<file path="src/rtl/mult_pkg.sv">
// Shared types and helpers for the iterative shift-add multiplier.
// Latency: n/a (package only).
// Backpressure: n/a (package only).
//
// Contents:
//   mult_state_t  - 2-bit FSM encoding {IDLE, CALC, DONE}
//   result_neg()  - sign of a 2W product from the mode bit and operand MSBs
package mult_pkg;

  typedef enum logic [1:0] {
    IDLE = 2'd0,
    CALC = 2'd1,
    DONE = 2'd2
  } mult_state_t;

  localparam int MULT_W_DEFAULT = 32;

  // The magnitude product is negated only for signed operations whose
  // operands have differing signs.
  function automatic logic result_neg(input logic is_signed,
                                      input logic a_msb,
                                      input logic b_msb);
    return is_signed & (a_msb ^ b_msb);
  endfunction

endpackage

</file>
<file path="src/rtl/mult_abs.sv">
// Combinational WIDTH-bit conditional negate (operand magnitude).
// Latency: 0 cycles, purely combinational.
// Backpressure: none.
//
// Ports:
//   val        WIDTH-bit operand
//   is_signed  treat val as two's complement
//   mag        |val| when is_signed, else val unchanged
// The most-negative value maps to 2^(WIDTH-1), which is still representable
// as an unsigned WIDTH-bit number, so no overflow handling is needed.
module mult_abs #(
  parameter int WIDTH = 32
) (
  input  logic [WIDTH-1:0] val,
  input  logic             is_signed,
  output logic [WIDTH-1:0] mag
);

  assign mag = (is_signed && val[WIDTH-1]) ? (-val) : val;

endmodule

</file>
<file path="src/rtl/multiply_param.sv">
// Parametrised iterative shift-add multiplier (MUL/MULU engine), 2*WIDTH product.
// Latency: WIDTH+1 edges from begin sampled to mult_end (early-terminate build: shorter).
// Backpressure: level handshake; result held in DONE until mult_begin drops.
//
// Ports:
//   clk, resetn            clock (rising edge), async active-low reset
//   mult_begin             level request, held until mult_end; drop in CALC aborts
//   mult_signed            1 = two's-complement operands
//   mult_op1, mult_op2     multiplicand, multiplier
//   product                registered result, only written on CALC->DONE
//   mult_end, mult_busy    DONE / CALC state flags
// Optional feature: define MULT_EARLY_TERM_EN to leave CALC as soon as the
// remaining multiplier bits are all zero.
module multiply_param
  import mult_pkg::*;
#(
  parameter int WIDTH = MULT_W_DEFAULT
) (
  input  logic               clk,
  input  logic               resetn,
  input  logic               mult_begin,
  input  logic               mult_signed,
  input  logic [WIDTH-1:0]   mult_op1,
  input  logic [WIDTH-1:0]   mult_op2,
  output logic [2*WIDTH-1:0] product,
  output logic               mult_end,
  output logic               mult_busy
);

  localparam int CNT_W = $clog2(WIDTH + 1);

  mult_state_t        state_r, state_nxt;
  logic [2*WIDTH-1:0] mcand_r;
  logic [2*WIDTH-1:0] acc_r;
  logic [2*WIDTH-1:0] product_r;
  logic [WIDTH-1:0]   mplr_r;
  logic [CNT_W-1:0]   cnt_r;
  logic               neg_r;

  logic [WIDTH-1:0]   op1_mag;
  logic [WIDTH-1:0]   op2_mag;
  logic               calc_last;
  logic               load_en;
  logic               step_en;
  logic               done_en;

  mult_abs #(.WIDTH(WIDTH)) u_abs_op1 (
    .val       (mult_op1),
    .is_signed (mult_signed),
    .mag       (op1_mag)
  );

  mult_abs #(.WIDTH(WIDTH)) u_abs_op2 (
    .val       (mult_op2),
    .is_signed (mult_signed),
    .mag       (op2_mag)
  );

  // The edge that sees calc_last moves to DONE without a further step, so the
  // fixed build spends WIDTH step edges plus one finishing edge in CALC.
`ifdef MULT_EARLY_TERM_EN
  // cnt_r != 0 keeps at least one step edge, so op2 = 0 still takes two edges.
  assign calc_last = (cnt_r == CNT_W'(WIDTH)) ||
                     ((mplr_r == '0) && (cnt_r != '0));
`else
  assign calc_last = (cnt_r == CNT_W'(WIDTH));
`endif

  always_ff @(posedge clk or negedge resetn) begin
    if (!resetn) begin
      state_r <= IDLE;
    end else begin
      state_r <= state_nxt;
    end
  end

  always_comb begin
    state_nxt = state_r;
    load_en   = 1'b0;
    step_en   = 1'b0;
    done_en   = 1'b0;
    case (state_r)
      IDLE: begin
        if (mult_begin) begin
          state_nxt = CALC;
          load_en   = 1'b1;
        end
      end
      CALC: begin
        // Dropping the request aborts; product is left untouched.
        if (!mult_begin) begin
          state_nxt = IDLE;
        end else if (calc_last) begin
          state_nxt = DONE;
          done_en   = 1'b1;
        end else begin
          step_en   = 1'b1;
        end
      end
      DONE: begin
        if (!mult_begin) begin
          state_nxt = IDLE;
        end
      end
      default: state_nxt = IDLE;
    endcase
  end

  always_ff @(posedge clk or negedge resetn) begin
    if (!resetn) begin
      mcand_r   <= '0;
      acc_r     <= '0;
      product_r <= '0;
      mplr_r    <= '0;
      cnt_r     <= '0;
      neg_r     <= 1'b0;
    end else begin
      if (load_en) begin
        mcand_r <= {{WIDTH{1'b0}}, op1_mag};
        mplr_r  <= op2_mag;
        acc_r   <= '0;
        cnt_r   <= '0;
        neg_r   <= result_neg(mult_signed, mult_op1[WIDTH-1], mult_op2[WIDTH-1]);
      end
      if (step_en) begin
        if (mplr_r[0]) begin
          acc_r <= acc_r + mcand_r;
        end
        mcand_r <= mcand_r << 1;
        mplr_r  <= mplr_r >> 1;
        cnt_r   <= cnt_r + CNT_W'(1);
      end
      if (done_en) begin
        product_r <= neg_r ? (-acc_r) : acc_r;
      end
    end
  end

  assign product   = product_r;
  assign mult_end  = (state_r == DONE);
  assign mult_busy = (state_r == CALC);

endmodule

</file>
<file path="config.mk">
export PLATFORM = sky130hd
export DESIGN_NAME = multiply_param
export DESIGN_NICKNAME = d
export VERILOG_FILES = /design/src/rtl/mult_pkg.sv /design/src/rtl/mult_abs.sv /design/src/rtl/multiply_param.sv
export SDC_FILE = /design/constraint.sdc
export NUM_CORES = 1
export LEC_CHECK = 0
export ABC_AREA = 0
export CORE_ASPECT_RATIO = 0.7
export CORE_MARGIN = 2
export CORE_UTILIZATION = 65
export CTS_BUF_LIST = sky130_fd_sc_hd__clkbuf_4 sky130_fd_sc_hd__clkbuf_8
export DETAILED_ROUTE_END_ITERATION = 10
export GPL_TIMING_DRIVEN = 0
export PLACE_DENSITY_LB_ADDON = 0.2
export SLEW_MARGIN = 0
export SYNTH_ARGS = -nofsm -noshare
export SYNTH_HDL_FRONTEND = slang
export SYNTH_SLANG_ARGS = --single-unit
</file>
<file path="constraint.sdc">
create_clock -name clk -period 7.9 [get_ports clk]
set_input_delay 1.58 -clock clk [delete_from_list [all_inputs] [get_ports clk]]
set_output_delay 1.58 -clock clk [all_outputs]
set_load 0.02 [all_outputs]
</file>
==> Flow_metrics.wiki <==
{| class="wikitable"
! Metric !! Value
|-
| End-of-flow core utilization || 0.771
|-
| Clock skew after layout || 26.6 ps
|-
| Fill cell total of the finished layout || 1644
|-
| Synthesized instance count || 1837
|-
| Worst stage delay on the critical path || 630 ps
|-
| Synthesis-to-finish area growth || 17.2%
|-
| Number of placed cells counting well taps || 2289
|-
| Initial standard-cell utilization of the core || 0.658
|-
| Vias || 15695
|-
| Clock tree from TritonCTS || done
|-
| Overall die area || 25100 sq um
|-
| Worst setup path startpoint || mult_begin
|-
| Peak VDD IR || 0.205 mV
|-
| Max Transition Viols Final || 0
|-
| Setup slack of the critical path after layout || 3260 ps
|-
| Hold WC Path Type || register to register
|-
| Number of antenna cells inserted || 0
|-
| Skew-Pair Late Insertion Delay || 560 ps
|-
| Die extent in y || 133 microns
|-
| Post-CTS setup-driven buffer insertion count || 0
|-
| Rows || 47
|-
| Boundary Pins || 134
|-
| Final hold viol count || 0
|-
| DRC marker count from the first detailed-route iteration || 1896
|-
| RSZ-0062 raised after global routing || false
|-
| Global route overflow || 0
|-
| Worst setup slack after placement || 2840 ps
|-
| Number of hold buffers added after CTS || 0
|-
| Fraction of final layout cells with drive strength greater than 1 || 0.0466
|-
| CTS clock-pin slew for the worst setup and hold paths || 60 ps
|-
| TritonCTS buffer count || 38
|-
| Post-synthesis register bit count || 233
|-
| RD Place Congestion || 0.976
|-
| Worst path required time || 8300 ps
|-
| Cell Pwr Density || 245 nW/um^2
|-
| Number of optimization iterations in the first detailed-route pass || 6
|-
| Total buffers and inverters traversed by the critical path || 4
|-
| Die boundary width || 188 microns
|-
| Wirelength per Cell || 21.7 microns
|-
| Setup crit end kind || register
|-
| Aggregate global-route resource usage || 0.405
|-
| DRC Markers || 0
|-
| Flip-flop cell with the highest count after synthesis || sky130_fd_sc_hd__dfrtp_1
|-
| Startpoint kind of the worst setup timing path || input port
|-
| Number of port buffers || 133
|-
| Global-route wire length before repair || 79200 microns
|-
| Buffer levels on the longest clock path || 3
|-
| Post-Synthesis Cell Area || 15500 sq um
|-
| Maximum fanout along the worst path || 10
|-
| Placed instance area || 17200 sq um
|-
| Final WL || 51000 microns
|-
| Max frequency || 0.215 GHz
|-
| Final design area excluding fillers || 18100 sq um
|-
| Chain of cells forming the critical path || clkdlybuf4s50_1 > nor2b_1 > nand2_1 > nor2_1 > nand2_1 > clkbuf_1 > clkbuf_1 > buf_1 > a31oi_1 > o311ai_0
|-
| Worst rel slew slack || 0.312
|-
| Max-cap violations || 0
|-
| Warning count from the yosys run || 0
|-
| Cell variety after synth || 75
|-
| Critical path start-end classification || input port to register
|-
| Level count of the clock H-tree || 2
|-
| Static Leakage || 0.00773 uW
|-
| Cell type of the slowest stage on the worst timing path || sky130_fd_sc_hd__nor2_1
|-
| Core Region || 23500 sq um
|-
| Number of failing setup endpoints in the final timing report || 0
|-
| Startpoint of the worst-slack reg-to-reg timing path || acc_r[15]
|-
| Per-cell via count in the routed design || 6.66
|-
| Post-synth EDFFs || 0
|-
| Run status || finished clean
|-
| Net Count, Synth || 1974
|-
| Slew at the pin with the worst max-slew slack || 1030 ps
|-
| Root Driver || sky130_fd_sc_hd__clkbuf_8
|-
| Maximum number of pins on one net before global-route repair || 120
|-
| Tmin final || 4640 ps
|-
| Number of global-route vias before repair || 14457
|-
| Delay-heaviest family, CP || buffers and inverters
|-
| Post-detailed-route count of antenna-violating nets || 0
|-
| Post-layout instance count excluding filler cells || 2357
|-
| CTS-repair resized insts || 0
|-
| Signal arrival time at the worst endpoint || 5040 ps
|-
| Fraction of registers with async set or reset after synthesis || 1.00
|-
| Sequential cell area fraction in the yosys report || 0.377
|-
| Number of antenna violations at the first check in global routing || 2
|-
| Total half-perimeter wirelength after legalization and detailed placement || 37800 microns
|-
| Clock sinks || 233
|-
| Syn Area/Cell || 8.43 sq um
|-
| Worst Hold Launch || product[32]
|-
| Net count, final || 2148
|-
| Post-route clock period utilization || 0.588
|}
## worst paths after layout
| path | to | slack [ps] | cells past startpoint |
|---|---|---|---|
| min in group asynchronous | product[6] | 1100 | 1 |
| hold reg to reg | product[32] | 480 | 2 |
| hold / removal | product[32] | 480 | 2 |
| setup reg to reg | acc_r[59] | 3730 | 11 |
| max in group asynchronous | acc_r[55] | 5680 | 2 |
| setup / recovery | acc_r[60] | 3260 | 10 |
## synth_stat cells (5+ instances only)
master	number	area, sq um
sky130_fd_sc_hd__nand4_1	29	181
sky130_fd_sc_hd__and2_1	10	62.6
sky130_fd_sc_hd__a21oi_1	103	515
sky130_fd_sc_hd__nor2b_1	15	93.8
sky130_fd_sc_hd__a21boi_0	5	37.5
sky130_fd_sc_hd__nand3_1	89	445
sky130_fd_sc_hd__nand2_1	251	942
sky130_fd_sc_hd__o21a_1	7	52.6
sky130_fd_sc_hd__o21bai_1	14	105
sky130_fd_sc_hd__xnor2_1	62	543
sky130_fd_sc_hd__o21ai_0	263	1320
sky130_fd_sc_hd__nor3_1	29	145
sky130_fd_sc_hd__clkbuf_1	101	379
sky130_fd_sc_hd__nor4_1	13	81.3
sky130_fd_sc_hd__nand2b_1	12	75.1
sky130_fd_sc_hd__a31oi_1	21	131
sky130_fd_sc_hd__inv_1	28	105
sky130_fd_sc_hd__a21o_1	35	263
sky130_fd_sc_hd__or4_1	16	120
sky130_fd_sc_hd__or2_2	6	37.5
sky130_fd_sc_hd__xor2_1	109	955
sky130_fd_sc_hd__buf_1	10	37.5
sky130_fd_sc_hd__dfrtp_1	233	5830
sky130_fd_sc_hd__nor2_1	69	259
sky130_fd_sc_hd__or3_1	18	113
sky130_fd_sc_hd__o31ai_1	32	240
sky130_fd_sc_hd__ha_1	68	851
sky130_fd_sc_hd__o41ai_1	9	78.8
sky130_fd_sc_hd__a221o_1	5	50.1
sky130_fd_sc_hd__a211oi_1	5	37.5
sky130_fd_sc_hd__and3_1	14	87.6
sky130_fd_sc_hd__o31a_1	7	61.3
sky130_fd_sc_hd__a22oi_1	58	435
sky130_fd_sc_hd__o211ai_1	7	52.6
sky130_fd_sc_hd__o21ai_1	16	80.1
## per-stage QoR
| step | setup TNS, ps | total power [uW] | hold WS (ps) |
|---|---|---|---|
| finish | 0 | 4450 | 477 |
| global route | 0 | 4670 | 502 |
| CTS | 0 | 4380 | 482 |
| detailed placement | 0 | 3140 | 469 |
| global placement | -973780 | 3080 | 461 |
| floorplan | 0 | 2620 | 445 |
## cells by family after synthesis
group / share of synthesized area
buf+inv: 0.0340
simple gates: 0.191
compound gates: 0.243
mux: 0.00202
fa+ha+maj: 0.0562
xor+xnor: 0.0967
flops: 0.377
## routing by layer
| layer | track usage | vias up | wire, microns |
|---|---|---|---|
| met2 | 0.550 | 999 | 20400 |
| li1 | - | 7034 | - |
| met3 | 0.132 | 151 | 7150 |
| met1 | 0.601 | 7509 | 21700 |
| met5 | 0 | - | 14 |
| met4 | 0.146 | 2 | 1770 |
## sequential cells by signal, summed over array words and instances, names as in the netlist
name / cells
acc_r: 64
state_r: 2
product: 64
cnt_r: 6
mcand_r: 64
mplr_r: 32
neg_r: 1
## cells in the final DEF, fill, tap and decap left out, drive strengths merged, types with 10 or more instances in the layout
| cell | synthesis | layout |
|---|---|---|
| a21o | 35 | 35 |
| nor2b | 15 | 15 |
| buf | 11 | 13 |
| nand4 | 30 | 30 |
| nand2b | 12 | 12 |
| xor2 | 109 | 109 |
| o21bai | 14 | 14 |
| or3 | 20 | 20 |
| clkdlybuf4s50 | 0 | 132 |
| o31ai | 34 | 34 |
| and2 | 10 | 10 |
| inv | 28 | 28 |
| clkbuf | 101 | 160 |
| dfrtp | 233 | 233 |
| xnor2 | 62 | 62 |
| and3 | 14 | 14 |
| a21oi | 103 | 103 |
| a31oi | 21 | 21 |
| o21ai | 279 | 279 |
| ha | 68 | 68 |
| or4 | 19 | 19 |
| nor4 | 19 | 19 |
| a22oi | 58 | 58 |
| nor3 | 29 | 29 |
| nand3 | 89 | 89 |
| nand2 | 251 | 251 |
| nor2 | 69 | 69 |
## power breakdown
| group | leakage (uW) | internal (uW) | total [uW] | switching, uW |
|---|---|---|---|---|
| Sequential | 0.00313 | 1350 | 1580 | 228 |
| Clock | 0.000474 | 735 | 1250 | 516 |
| Combinational | 0.00413 | 597 | 1620 | 1020 |
## final cells by class
cell class                 instances  area (sq um)  share of cell area
clock buffer                      59           749              0.0413
clock inverter                     9           145             0.00800
sequential                       233          5830               0.321
tap                              318           398              0.0219
inverter                          28           105             0.00579
multi-input combinational       1464          9130               0.503
buffer                           112           422              0.0232
timing repair buffer             134          1360              0.0752
## worst register-to-register path: cells and delay by family, from the launching register on
| kind | cells | cell delay [ps] |
|---|---|---|
| flops | 1 | 450 |
| compound gates | 3 | 1030 |
| simple gates | 5 | 1640 |
| buf+inv | 2 | 680 |
| fa+ha+maj | 1 | 330 |
No activity file was read; power rests on OpenSTA's default activity.
